**src/rtl/tdm_demux4.sv**
```systemverilog
// tdm_demux4: recovers four parallel channel words from a bit-interleaved
// TDM serial stream. A frame-sync bit locks a 2-bit slot counter that
// steers each accepted bit into one of four MSB-first shift registers.
// Once all four words are complete they are presented together with a
// one-cycle valid strobe.
//
//   state    | meaning
//   ---------+-----------------------------------------------------------
//   S_HUNT   | waiting for frame_sync; accepted bits without it are dropped
//   S_LOCKED | slot counter running; bits steered to channel shift regs
module tdm_demux4 #(
  parameter int WIDTH = 8
) (
  input  logic             clk,
  input  logic             rst_n,
  input  logic             din,
  input  logic             din_valid,
  input  logic             frame_sync,
  output logic [WIDTH-1:0] dout0,
  output logic [WIDTH-1:0] dout1,
  output logic [WIDTH-1:0] dout2,
  output logic [WIDTH-1:0] dout3,
  output logic             dout_valid,
  output logic [1:0]       slot,
  output logic             locked,
  output logic             sync_err
);

  // Bit counter counts completed slot rounds within a frame (0..WIDTH-1).
  localparam int            CW       = (WIDTH > 1) ? $clog2(WIDTH) : 1;
  localparam logic [CW-1:0] LAST_BIT = CW'(WIDTH - 1);

  typedef enum logic {
    S_HUNT   = 1'b0,
    S_LOCKED = 1'b1
  } state_t;

  state_t           r_state;
  state_t           w_state_nxt;
  logic [1:0]       r_slot;
  logic [1:0]       w_slot_nxt;
  logic [CW-1:0]    r_bitcnt;
  logic [CW-1:0]    w_bitcnt_nxt;
  logic [WIDTH-1:0] r_shreg     [4];
  logic [WIDTH-1:0] w_shreg_nxt [4];
  logic [WIDTH-1:0] r_dout      [4];
  logic [3:0]       w_shift_en;
  logic             w_complete;
  logic             w_resync;
  logic             r_dout_valid;
  logic             r_sync_err;

  // State register.
  always_ff @(posedge clk or negedge rst_n) begin
    if (!rst_n) begin
      r_state <= S_HUNT;
    end else begin
      r_state <= w_state_nxt;
    end
  end

  // Next-state, slot/bit-counter sequencing and frame event decode.
  always_comb begin
    w_state_nxt  = r_state;
    w_slot_nxt   = r_slot;
    w_bitcnt_nxt = r_bitcnt;
    w_shift_en   = 4'b0000;
    w_complete   = 1'b0;
    w_resync     = 1'b0;
    if (din_valid) begin
      case (r_state)
        S_HUNT: begin
          if (frame_sync) begin
            w_state_nxt  = S_LOCKED;
            w_slot_nxt   = 2'd1;
            w_bitcnt_nxt = '0;
            w_shift_en   = 4'b0001;
          end
        end
        S_LOCKED: begin
          if (frame_sync && (r_slot != 2'd0)) begin
            // Misplaced sync: restart the frame on this bit as ch0 MSB.
            w_resync     = 1'b1;
            w_slot_nxt   = 2'd1;
            w_bitcnt_nxt = '0;
            w_shift_en   = 4'b0001;
          end else begin
            w_shift_en = 4'b0001 << r_slot;
            w_slot_nxt = r_slot + 2'd1;
            if (r_slot == 2'd3) begin
              if (r_bitcnt == LAST_BIT) begin
                w_complete   = 1'b1;
                w_bitcnt_nxt = '0;
              end else begin
                w_bitcnt_nxt = r_bitcnt + CW'(1);
              end
            end
          end
        end
        default: begin
          w_state_nxt = S_HUNT;
        end
      endcase
    end
  end

  // Shift-register next values; the shift form is also valid for WIDTH = 1.
  always_comb begin
    for (int k = 0; k < 4; k++) begin
      w_shreg_nxt[k] = r_shreg[k];
      if (w_shift_en[k]) begin
        w_shreg_nxt[k] = (r_shreg[k] << 1) | WIDTH'(din);
      end
    end
  end

  // Datapath registers: slot, bit counter, shift registers, outputs.
  always_ff @(posedge clk or negedge rst_n) begin
    if (!rst_n) begin
      r_slot       <= 2'd0;
      r_bitcnt     <= '0;
      r_dout_valid <= 1'b0;
      r_sync_err   <= 1'b0;
      for (int k = 0; k < 4; k++) begin
        r_shreg[k] <= '0;
        r_dout[k]  <= '0;
      end
    end else begin
      r_slot       <= w_slot_nxt;
      r_bitcnt     <= w_bitcnt_nxt;
      r_dout_valid <= w_complete;
      r_sync_err   <= w_resync;
      for (int k = 0; k < 4; k++) begin
        r_shreg[k] <= w_shreg_nxt[k];
        // Completion snapshot includes the ch3 bit shifted in this edge.
        if (w_complete) begin
          r_dout[k] <= w_shreg_nxt[k];
        end
      end
    end
  end

  assign dout0      = r_dout[0];
  assign dout1      = r_dout[1];
  assign dout2      = r_dout[2];
  assign dout3      = r_dout[3];
  assign dout_valid = r_dout_valid;
  assign slot       = r_slot;
  assign locked     = (r_state == S_LOCKED);
  assign sync_err   = r_sync_err;

endmodule

```
**config.mk**
```make
export PLATFORM = sky130hd
export DESIGN_NAME = tdm_demux4
export DESIGN_NICKNAME = d
export VERILOG_FILES = /design/src/rtl/tdm_demux4.sv
export SDC_FILE = /design/constraint.sdc
export NUM_CORES = 1
export LEC_CHECK = 0
export ABC_AREA = 1
export CAP_MARGIN = 15
export CORE_MARGIN = 3
export CORE_UTILIZATION = 49
export DETAILED_ROUTE_END_ITERATION = 8
export PLACE_DENSITY = 0.76
export SLEW_MARGIN = 20
export SYNTH_ARGS = -nofsm -noshare
export SYNTH_HDL_FRONTEND = slang
export SYNTH_SLANG_ARGS = --single-unit
```
**constraint.sdc**
```tcl
create_clock -name clk -period 1.7 [get_ports clk]
set_clock_uncertainty 0.1 [all_clocks]
set_input_delay 0.34 -clock clk [delete_from_list [all_inputs] [get_ports clk]]
set_output_delay 0.34 -clock clk [all_outputs]
set_load 0.05 [all_outputs]
```
# --- Word-level counts from Yosys, hierarchy flattened ---
# Cells that the tools add are included.
# W data, S select, Z words.
totals:
  out_inout_bits: 37
  word_cells: 55
  ff_bits: 72
  in_bits: 5
classes:
  muxes: 26
  n_reduce_logical: 4
  bitwise: 5
  shift: 1
  n_eq_ne: 4
  add_sub_neg: 2
op_table:
  columns: ["operator", "n"]
  rows:
  - ["$mux W8", 4]
  - ["$or A8 B1 Y8", 4]
  - ["$mux W3", 4]
  - ["$mux W1", 11]
  - ["$mux W4", 2]
  - ["$pmux W4 S2", 1]
  - ["$pmux W3 S2", 1]
  - ["$mux W2", 2]
  - ["$pmux W2 S2", 1]
  - ["$shl A1 B2 Y4 const A", 1]
  - ["$add A3 B1 Y3 const B", 1]
  - ["$eq A3 B3 Y1 const B", 1]
  - ["$ne A3 B1 Y1 const B", 1]
  - ["$reduce_and A3 Y1", 1]
  - ["$add A2 B1 Y2 const B", 1]
  - ["$eq A2 B2 Y1 const B", 1]
  - ["$ne A2 B2 Y1 const B", 1]
  - ["$reduce_and A2 Y1", 1]
  - ["$reduce_bool A2 Y1", 1]
  - ["$logic_and A1 B1 Y1", 1]
  - ["$not A1 Y1", 1]

# --- Logic depth before layout (Yosys ltp) ---
# Gate-level depths: netlist (run 1).
logic_depth:
  word_depth: 6
  mapped_depth: 10
  ltp_nobuf: 9

# --- Worst setup path before layout (run 1) ---
# OpenSTA, ideal clock, no wires.
synth_timing:
  kind: "reg2reg"
  startpoint: "register r_slot[0], in the netlist slot[0]"
  endpoint: "register r_shreg[5] (netlist bit)"
  period_less_slack_ps: 1877
  t_required_ps: 1474
  arrival_time_ps: 1651
  setup_slack_ps: -177
  setup_ps: 126
  path_buffers: 1
  path_stages_with_launch: 10
  path_cell_list: "dfrtp_1 > inv_1 > ha_1 > inv_1 > nand2_1 > nand2_1 > buf_2 > inv_1 > nand2_1 > o21ai_0"
synth_rtl:
  columns: ["item", "line", "source"]
  rows:
  - ["start: declaration", "40", "logic [1:0] r_slot;"]
  - ["start signal: assignment", "129", "r_slot <= w_slot_nxt;"]
  - ["end signal: indexed assignment", "134", "r_shreg[k] <= w_shreg_nxt[k];"]
  - ["end: declaration", "44", "logic [WIDTH-1:0] r_shreg [4];"]

# --- Worst setup path after layout (run 1) ---
layout_timing:
  startpoint: "register r_bitcnt[0]"
  endpoint: "register r_dout (netlist bit dout0[1])"
layout_via:
  elab_chain_len: 6
layout_rtl:
  columns: ["item", "line", "source"]
  rows:
  - ["start: declaration", "42", "logic [CW-1:0] r_bitcnt;"]
  - ["start signal: assignment", "130", "r_bitcnt <= w_bitcnt_nxt;"]
  - ["$eq A3 B3 Y1", "91", "if (r_bitcnt == LAST_BIT) begin"]
  - ["$mux W1", "91", null]
  - ["$mux W1", "90", "if (r_slot == 2'd3) begin"]
  - ["$mux W1", "81", "if (frame_sync && (r_slot != 2'd0)) begin"]
  - ["$mux W1", "71", "case (r_state)"]
  - ["$mux W1", "70", "if (din_valid) begin"]
  - ["end signal: indexed assignment", "137", "r_dout[k] <= w_shreg_nxt[k];"]
  - ["end: declaration", "46", "logic [WIDTH-1:0] r_dout [4];"]
# No other way between the ends.
# A chain may end at the register's enable or synchronous reset.

==> results.md, run 1 <==
* DR vias/cell at roughly 5.0
* Worst hold path class: reg -> reg
* Vias at ~2400
* Status: completed
* Global-route wire length before repair at between 10000 and 15000 um
* # rows at 27
* Commonest non-fill, non-tap cells in the layout: nand2_1, dfrtp_1, nand3_1
* Syn Area/Cell at ~9 um^2
* Cell-internal power at 2998 uW
* Post-Syn Area at roughly 3000 um^2
* I/O Buffers at about 40
* Crit Path Class: reg -> reg
* CTS tree: yes
* Area delta synth->final at 38.74%
* Highest Clock Rate at ~600 MHz
* Die Ht at 84.25 um
* CTS H-tree depth at 3
* First-pass iteration count of the detailed router at 4
* R2r endpoint: dout0[1]
* Worst-Skew Late Latency at between 0.3 and 0.4 ns
* WHS Path Cells at 2
* Slew headroom at about three quarters
* Num CTS Buffers at 9
* Sw frac at 30.63%
* Max_cap viols at 0
* Hold Vio Cnt, Final at 0
* Clk buf depth at 2
* Largest net degree at the start of global routing at 72
* Final worst slack at approximately 0.032 ns
* Antenna violations before repair at 0
* #FFs+latches synth at 71
* P_sw at between 1000 and 1500 uW
* Most common cell after layout, fill and taps aside: nand2_1
* Routed len/inst at 13.71 um
* Die area at a little over 7000 um^2
* Endpoints failing setup at 0
* Post-Place Setup Slack at -0.3049 ns
* Power per cell area at 1038 nW/um^2
* Worst reg2reg path startpoint: r_bitcnt[0]
* Layout Nets at ~410
* Hold_sp: dout0[6]
* LEAKAGE at between 0.002 and 0.0025 uW
* Total gr overflow at 0
* Max-slew violations at 0
* Hold slack at roughly 0.38 ns
* DRC at 0
* Multi-input gate area at 1052 um^2
* Sequential share of power at about 50%
* Mapped Cells at roughly 330
* Layout cells sized above 1 at 21.92%
* Clk slew on worst S/H paths at roughly 0.070 ns
* Total GRT Usage at approximately a fifth
* Mapped Nets at ~350
* Antenna Cells at 0
* Worst setup EP type: flop
* Worst-margin pin slew at roughly 0.37 ns
* Max IR drop VDD at around 0.55 mV
* Worst Hold Path EP: dout0[6]
* Cells after DPL at 456
* Combinational power share at between 20 and 25%
* Die width at approximately 84 um
* Clock root cell: clkbuf_8
* Area of the core at 5709 um^2
* R2R cell count at 8
* WP data arrival at about 1.8 ns
* Drt total wl at 6554 um
* Worst EP required at ~1.8 ns
* 1st-iter DRT viols at 92
* Top Ports at 42
* Synth unique cells at 21
* Routability cong. at ~0.8
* Filler cell count at around 410
* Worst Setup Start Kind: flop
* Vias in the first global route at between 2000 and 2500
* Reg area at between 1500 and 2000 um^2
* Clock power share at 27.5%
* Initial core utilization at between 50% and 60%
* Worst Path Max Fanout at 8
* Tcrit/Tclk final at a little over nine tenths
* Post-route minimum period at 1.668 ns
* Placed wire-length estimate at 4050 um
* DRT antenna net count at 0
* Yosys warnings at 0
* Layout Cells excl Fill at between 400 and 500
* Clock sinks at 71
* Reg2reg setup slack at approximately 0.032 ns
* Register area share after synthesis at between 50 and 60%
==> area by class of cell <==
cell class / instances / share of cell area (%)
multi-input combinational: 223 / 25.28
inverter: 29 / 2.916
tap: 72 / 2.164
clock inverter: 1 / 0.1202
timing repair buffer: 68 / 22.87
clock buffer: 14 / 3.907
sequential: 71 / 42.74
==> critical path, cell delays in order, from the launching register on <==
cell and delay [ns]:
dfrtp_1 0.41, ha_1 0.21, ha_1 0.23, inv_1 0.13, nor2_4 0.05, buf_12 0.14, buf_8 0.14, nand2_1 0.08
nand2_1 0.07
==> cell usage after synthesis <==
cell type,n,share of area [%]
nor2_2,1,0.21
dfrtp_1,71,59
o21ai_0,4,0.67
inv_2,2,0.25
ha_1,6,2.5
nand2_2,2,0.42
nand3_1,33,5.5
inv_1,26,3.3
clkbuf_1,1,0.12
nor2_4,1,0.38
clkinv_1,1,0.12
nand3_2,1,0.33
buf_2,2,0.33
a21oi_1,1,0.17
nor2_1,3,0.38
nand4_1,11,2.3
buf_6,3,1.1
o211ai_1,1,0.25
and2_1,16,3.3
buf_4,5,1.3
nand2_1,143,18
==> timing repair <==
item                       4_1_cts  5_1_grt
pin swaps                        0        1
hold buffers                     1        0
setup endpoints to repair       32       50
gates resized for setup          3       14
setup buffers                    0        4
hold endpoints to repair        71        0
gates cloned                     0        2
==> worst max path at each step <==
stage,slack [ns],end,startpoint,depth (start not counted)
2_1_floorplan,0.01,dout1[0],slot[0],9
3_3_place_gp,-0.18,dout2[5],frame_sync,7
3_5_place_dp,-0.30,dout0[1],frame_sync,7
4_1_cts,0.03,dout0[0],slot[1],9
5_1_grt,-0.06,dout0[1],slot[1],10
6_report,0.03,dout0[1],r_bitcnt[0],8
==> kinds of logic after synthesis <==
logic type               share of synthesized area [%]
AO/OA/AOI/OAI                                    1.084
adder cells (fa/ha/maj)                          2.502
buffers and inverters                            6.464
flip-flops                                       59.22
AND/OR/NAND/NOR                                  30.73
==> per-layer routing <==
layer / vias up / GRT usage (%) / share of wire [%]
met1: 1147 / 24.12 / 43
met3: 18 / 3.925 / 5.0
met5: - / 0 / 0
met4: 0 / 9.211 / 2.7
li1: 1181 / - / -
met2: 66 / 30.70 / 49
==> registers in the layout, indices dropped and copies added (netlist names) <==
signal      count
r_bitcnt        3
dout1           8
sync_err        1
dout3           8
r_shreg        31
slot            2
dout0           8
dout2           8
locked          1
dout_valid      1
==> power by group through the flow <==
stage               Combinational, uW  Sequential, uW  Clock (uW)
floorplan                         547            2190           0
global placement                  862            2160           0
detailed placement                898            2170           0
CTS                               925            2140        1190
global route                     1110            2170        1270
finish                            980            2150        1190
==> per-stage QoR <==
stage	util, %	area (um^2)	power [uW]	setup TNS, ns
after floorplan	-	3005	2732	0
after global placement	67.15	3834	3018	-7.463
after global routing	72.91	4163	4553	-0.4619
after CTS	70.44	4021	4262	0
final	72.91	4163	4322	0
after detailed placement	67.15	3834	3071	-10.59
Power figures use the tool's default switching activity.
==> run 2, diff against run 1 <==
==> constraint.sdc (replaced) <==
create_clock -name clk -period 1.7 [get_ports clk]
set_clock_uncertainty 0.1 [all_clocks]
set_input_delay 0.34 -clock clk [delete_from_list [all_inputs] [get_ports clk]]
set_output_delay 0.34 -clock clk [all_outputs]
set_load 0.01 [all_outputs]
==> run 2 against run 1 <==
  * The flow now finishes with violations (negative setup slack)
  * Global-route usage is 0.55 points lower
  * Sequential cell count stayed put
  * Sequential share of layout area is 0.50 points higher
  * Sequential power hardly changed
  * Worst hold slack worse by 0.014 ns
  * Core utilization shrank 0.94 points
  * Worst setup slack got worse by 0.036 ns
  * Via count hardly changed
  * Register-to-register slack got worse by 0.04 ns
  * Power shrank 1.6%
  * Largest power group unchanged
  * Highest routed layer unchanged
==> results.md, run 2 (synthesis results as in run 1) <==
* Vias in the first global route at 2236 (was 2353)
* Worst Path Max Fanout at 7 (was 8)
* Total gr overflow at 0 (unchanged)
* Worst setup EP type: flop (unchanged)
* Power per cell area at 1035 nW/um^2 (was 1038 nW/um^2)
* Final worst slack at -0.004085 ns (was 0.03205 ns)
* Worst hold path class: reg -> reg (unchanged)
* Status: complete, but fails checks (was completed)
* Area delta synth->final at 36.95% (was 38.74%)
* Initial core utilization at 52.55% (unchanged)
* LEAKAGE at 0.002634 uW (was 0.002188 uW)
* First-pass iteration count of the detailed router at 4 (unchanged)
* Most common cell after layout, fill and taps aside: nand2_1 (unchanged)
* Max reg flops at 31 (unchanged)
* Antenna violations before repair at 0 (unchanged)
* DRT antenna net count at 0 (unchanged)
* Largest net degree at the start of global routing at 72 (unchanged)
* Setup crit end: r_shreg[9] (was dout0[1])
* Clk slew on worst S/H paths at 0.07 ns (about the same)
* Worst-Skew Late Latency at 0.34 ns (about the same)
* Post-route minimum period at 1.704 ns (was 1.668 ns)
* Reg2reg setup slack at -0.004 ns (was 0.03 ns)
* Die area at 7098 um^2 (unchanged)
* R2r endpoint: r_shreg[9] (was dout0[1])
* Post-route cell area at 4109 um^2 (was 4163 um^2)
* Worst-margin pin slew at 0.3674 ns (was 0.3695 ns)
* Max_cap viols at 0 (unchanged)
* CP max-delay cell: dfrtp_1 (unchanged)
* Commonest non-fill, non-tap cells in the layout: nand2_1, dfrtp_1, nand3_1 (unchanged)
* Clock root cell: clkbuf_8 (unchanged)
* DP Area at 3656 um^2 (was 3834 um^2)
* Crit-path max cell delay at 0.42 ns (was 0.41 ns)
* Clock sinks at 71 (unchanged)
* DR vias/cell at 4.977 (was 5.046)
* Layout Nets at 419 (was 413)
* Tcrit/Tclk final at 100.2% (was 98.11%)
* WP data arrival at 1.84 ns (was 1.79 ns)
* Vias at 2414 (was 2412)
* Routed len/inst at 13.90 um (was 13.71 um)
* I/O Buffers at 41 (unchanged)
* RSZ-0062 raised after global routing: yes
* Worst reg2reg path startpoint: slot[0] (was r_bitcnt[0])
* Reg area at 1777 um^2 (was 1779 um^2)
* Layout cells sized above 1 at 20.58% (was 21.92%)
* Die Ht at 84.25 um (unchanged)
* Critical-path cell list: buf_6 > inv_4 > buf_4 > ha_1 > inv_1 > nor2_4 > buf_6 > nand3_1 > and2_4 (was ha_1 > ha_1 > inv_1 > nor2_4 > buf_12 > buf_8 > nand2_1 > nand2_1)
* Worst EP required at 1.84 ns (was 1.83 ns)
* Total GRT Usage at 18.35% (was 18.89%)
* Multi-input gate area at 1160 um^2 (was 1052 um^2)
* 1st-iter DRT viols at 146 (was 92)
* Most used cell, CP: buf_6
* Num CTS Buffers at 9 (unchanged)
* Endpoints failing setup at 2 (was 0)
* # rows at 27 (unchanged)
* Max IR drop VDD at 0.6355 mV (was 0.5468 mV)
* Clk buf depth at 2 (unchanged)
* Routability cong. at 0.7757 (was 0.8036)
* Filler cell count at 432 (was 409)
* Top Ports at 42 (unchanged)
* Crit Path Class: reg -> reg (unchanged)
* Worst Setup Start Kind: flop (unchanged)
* Die width at 84.25 um (unchanged)
* CTS H-tree depth at 3 (unchanged)
* Global-route wire length before repair at 10280 um (was 10670 um)
* DRC at 0 (unchanged)
* Antenna Cells at 0 (unchanged)
* CP startpoint: slot[0] (was r_bitcnt[0])
* R2R cell count at 9 (was 8)
* Hold Vio Cnt, Final at 0 (unchanged)
* CTS tree: yes (unchanged)
* Biggest register: r_shreg (unchanged)
* Total Power at 4255 uW (was 4322 uW)
* Placed wire-length estimate at 3988 um (was 4050 um)
* Max-slew violations at 0 (unchanged)
* Area of the core at 5709 um^2 (unchanged)
* Drt total wl at 6743 um (was 6554 um)
* Highest Clock Rate at 586.8 MHz (was 599.5 MHz)
* Slew headroom at 75.51% (was 75.37%)
* Failing checks: negative setup slack
run 2: worst min path at each step:
stage	startpoint	to	cells past startpoint
after global routing	r_shreg[5]	dout3[6]	2
final	dout3[1]	dout3[1]	2
after detailed placement	rst_n	dout0[4]	2
after CTS	dout0[4]	dout0[4]	2
after global placement	rst_n	dout0[5]	2
after floorplan	rst_n	dout0[0]	0
run 2: per-stage QoR:
step	setup TNS (ns)	setup WS, ns	hold slack (ns)	util, %	instances
floorplan	0	0.07416	-0.05559	-	334
global placement	-6.192	-0.1473	0.2930	64.04	462
detailed placement	-6.666	-0.1731	0.2939	64.04	462
CTS	0	0.0004927	0.3753	67.37	481
global route	-1.255	-0.05408	0.3944	71.97	485
finish	-0.005299	-0.004085	0.3625	71.97	485
run 2: area by class of cell:
class	instances	area share (%)
clock buffers	11	3.197
repair buffers	74	19.70
flip-flops and latches	71	43.24
inverters	29	2.832
multi-input cells	223	28.23
clock inverters	5	0.6090
well taps	72	2.192
run 2: worst max-delay path: cells and delay by family (launching register included):
| kind | cells | cell delay [ns] |
|---|---|---|
| fa+ha+maj | 1 | 0.15 |
| buf+inv | 5 | 0.53 |
| flops | 1 | 0.42 |
| simple gates | 3 | 0.40 |
run 2: routing by layer:
| metal | vias up | global-route usage, % | wire (um) |
|---|---|---|---|
| li1 | 1197 | - | - |
| met1 | 1155 | 25.19 | 3144 |
| met2 | 49 | 27.55 | 3158 |
| met3 | 13 | 5.692 | 289 |
| met4 | 0 | 6.725 | 150 |
| met5 | - | 0 | 0 |
run 2: report_power, final:
group | switching [uW] | total [uW] | leakage (uW) | internal, uW
sequential | 154 | 2140 | 0.000898 | 1990
combinational | 562 | 991 | 0.00165 | 429
clock | 603 | 1120 | 0.0000866 | 517
run 2: repair_timing:
item | 4_1_cts | 5_1_grt
hold buffers | 1 | 0
gates resized for setup | 14 | 69
cloned | 0 | 2
buffers inserted | 2 | 2
endpoints found under the setup margin | 38 | 69
hold endpoints to repair | 71 | 0
pin swaps | 1 | 6
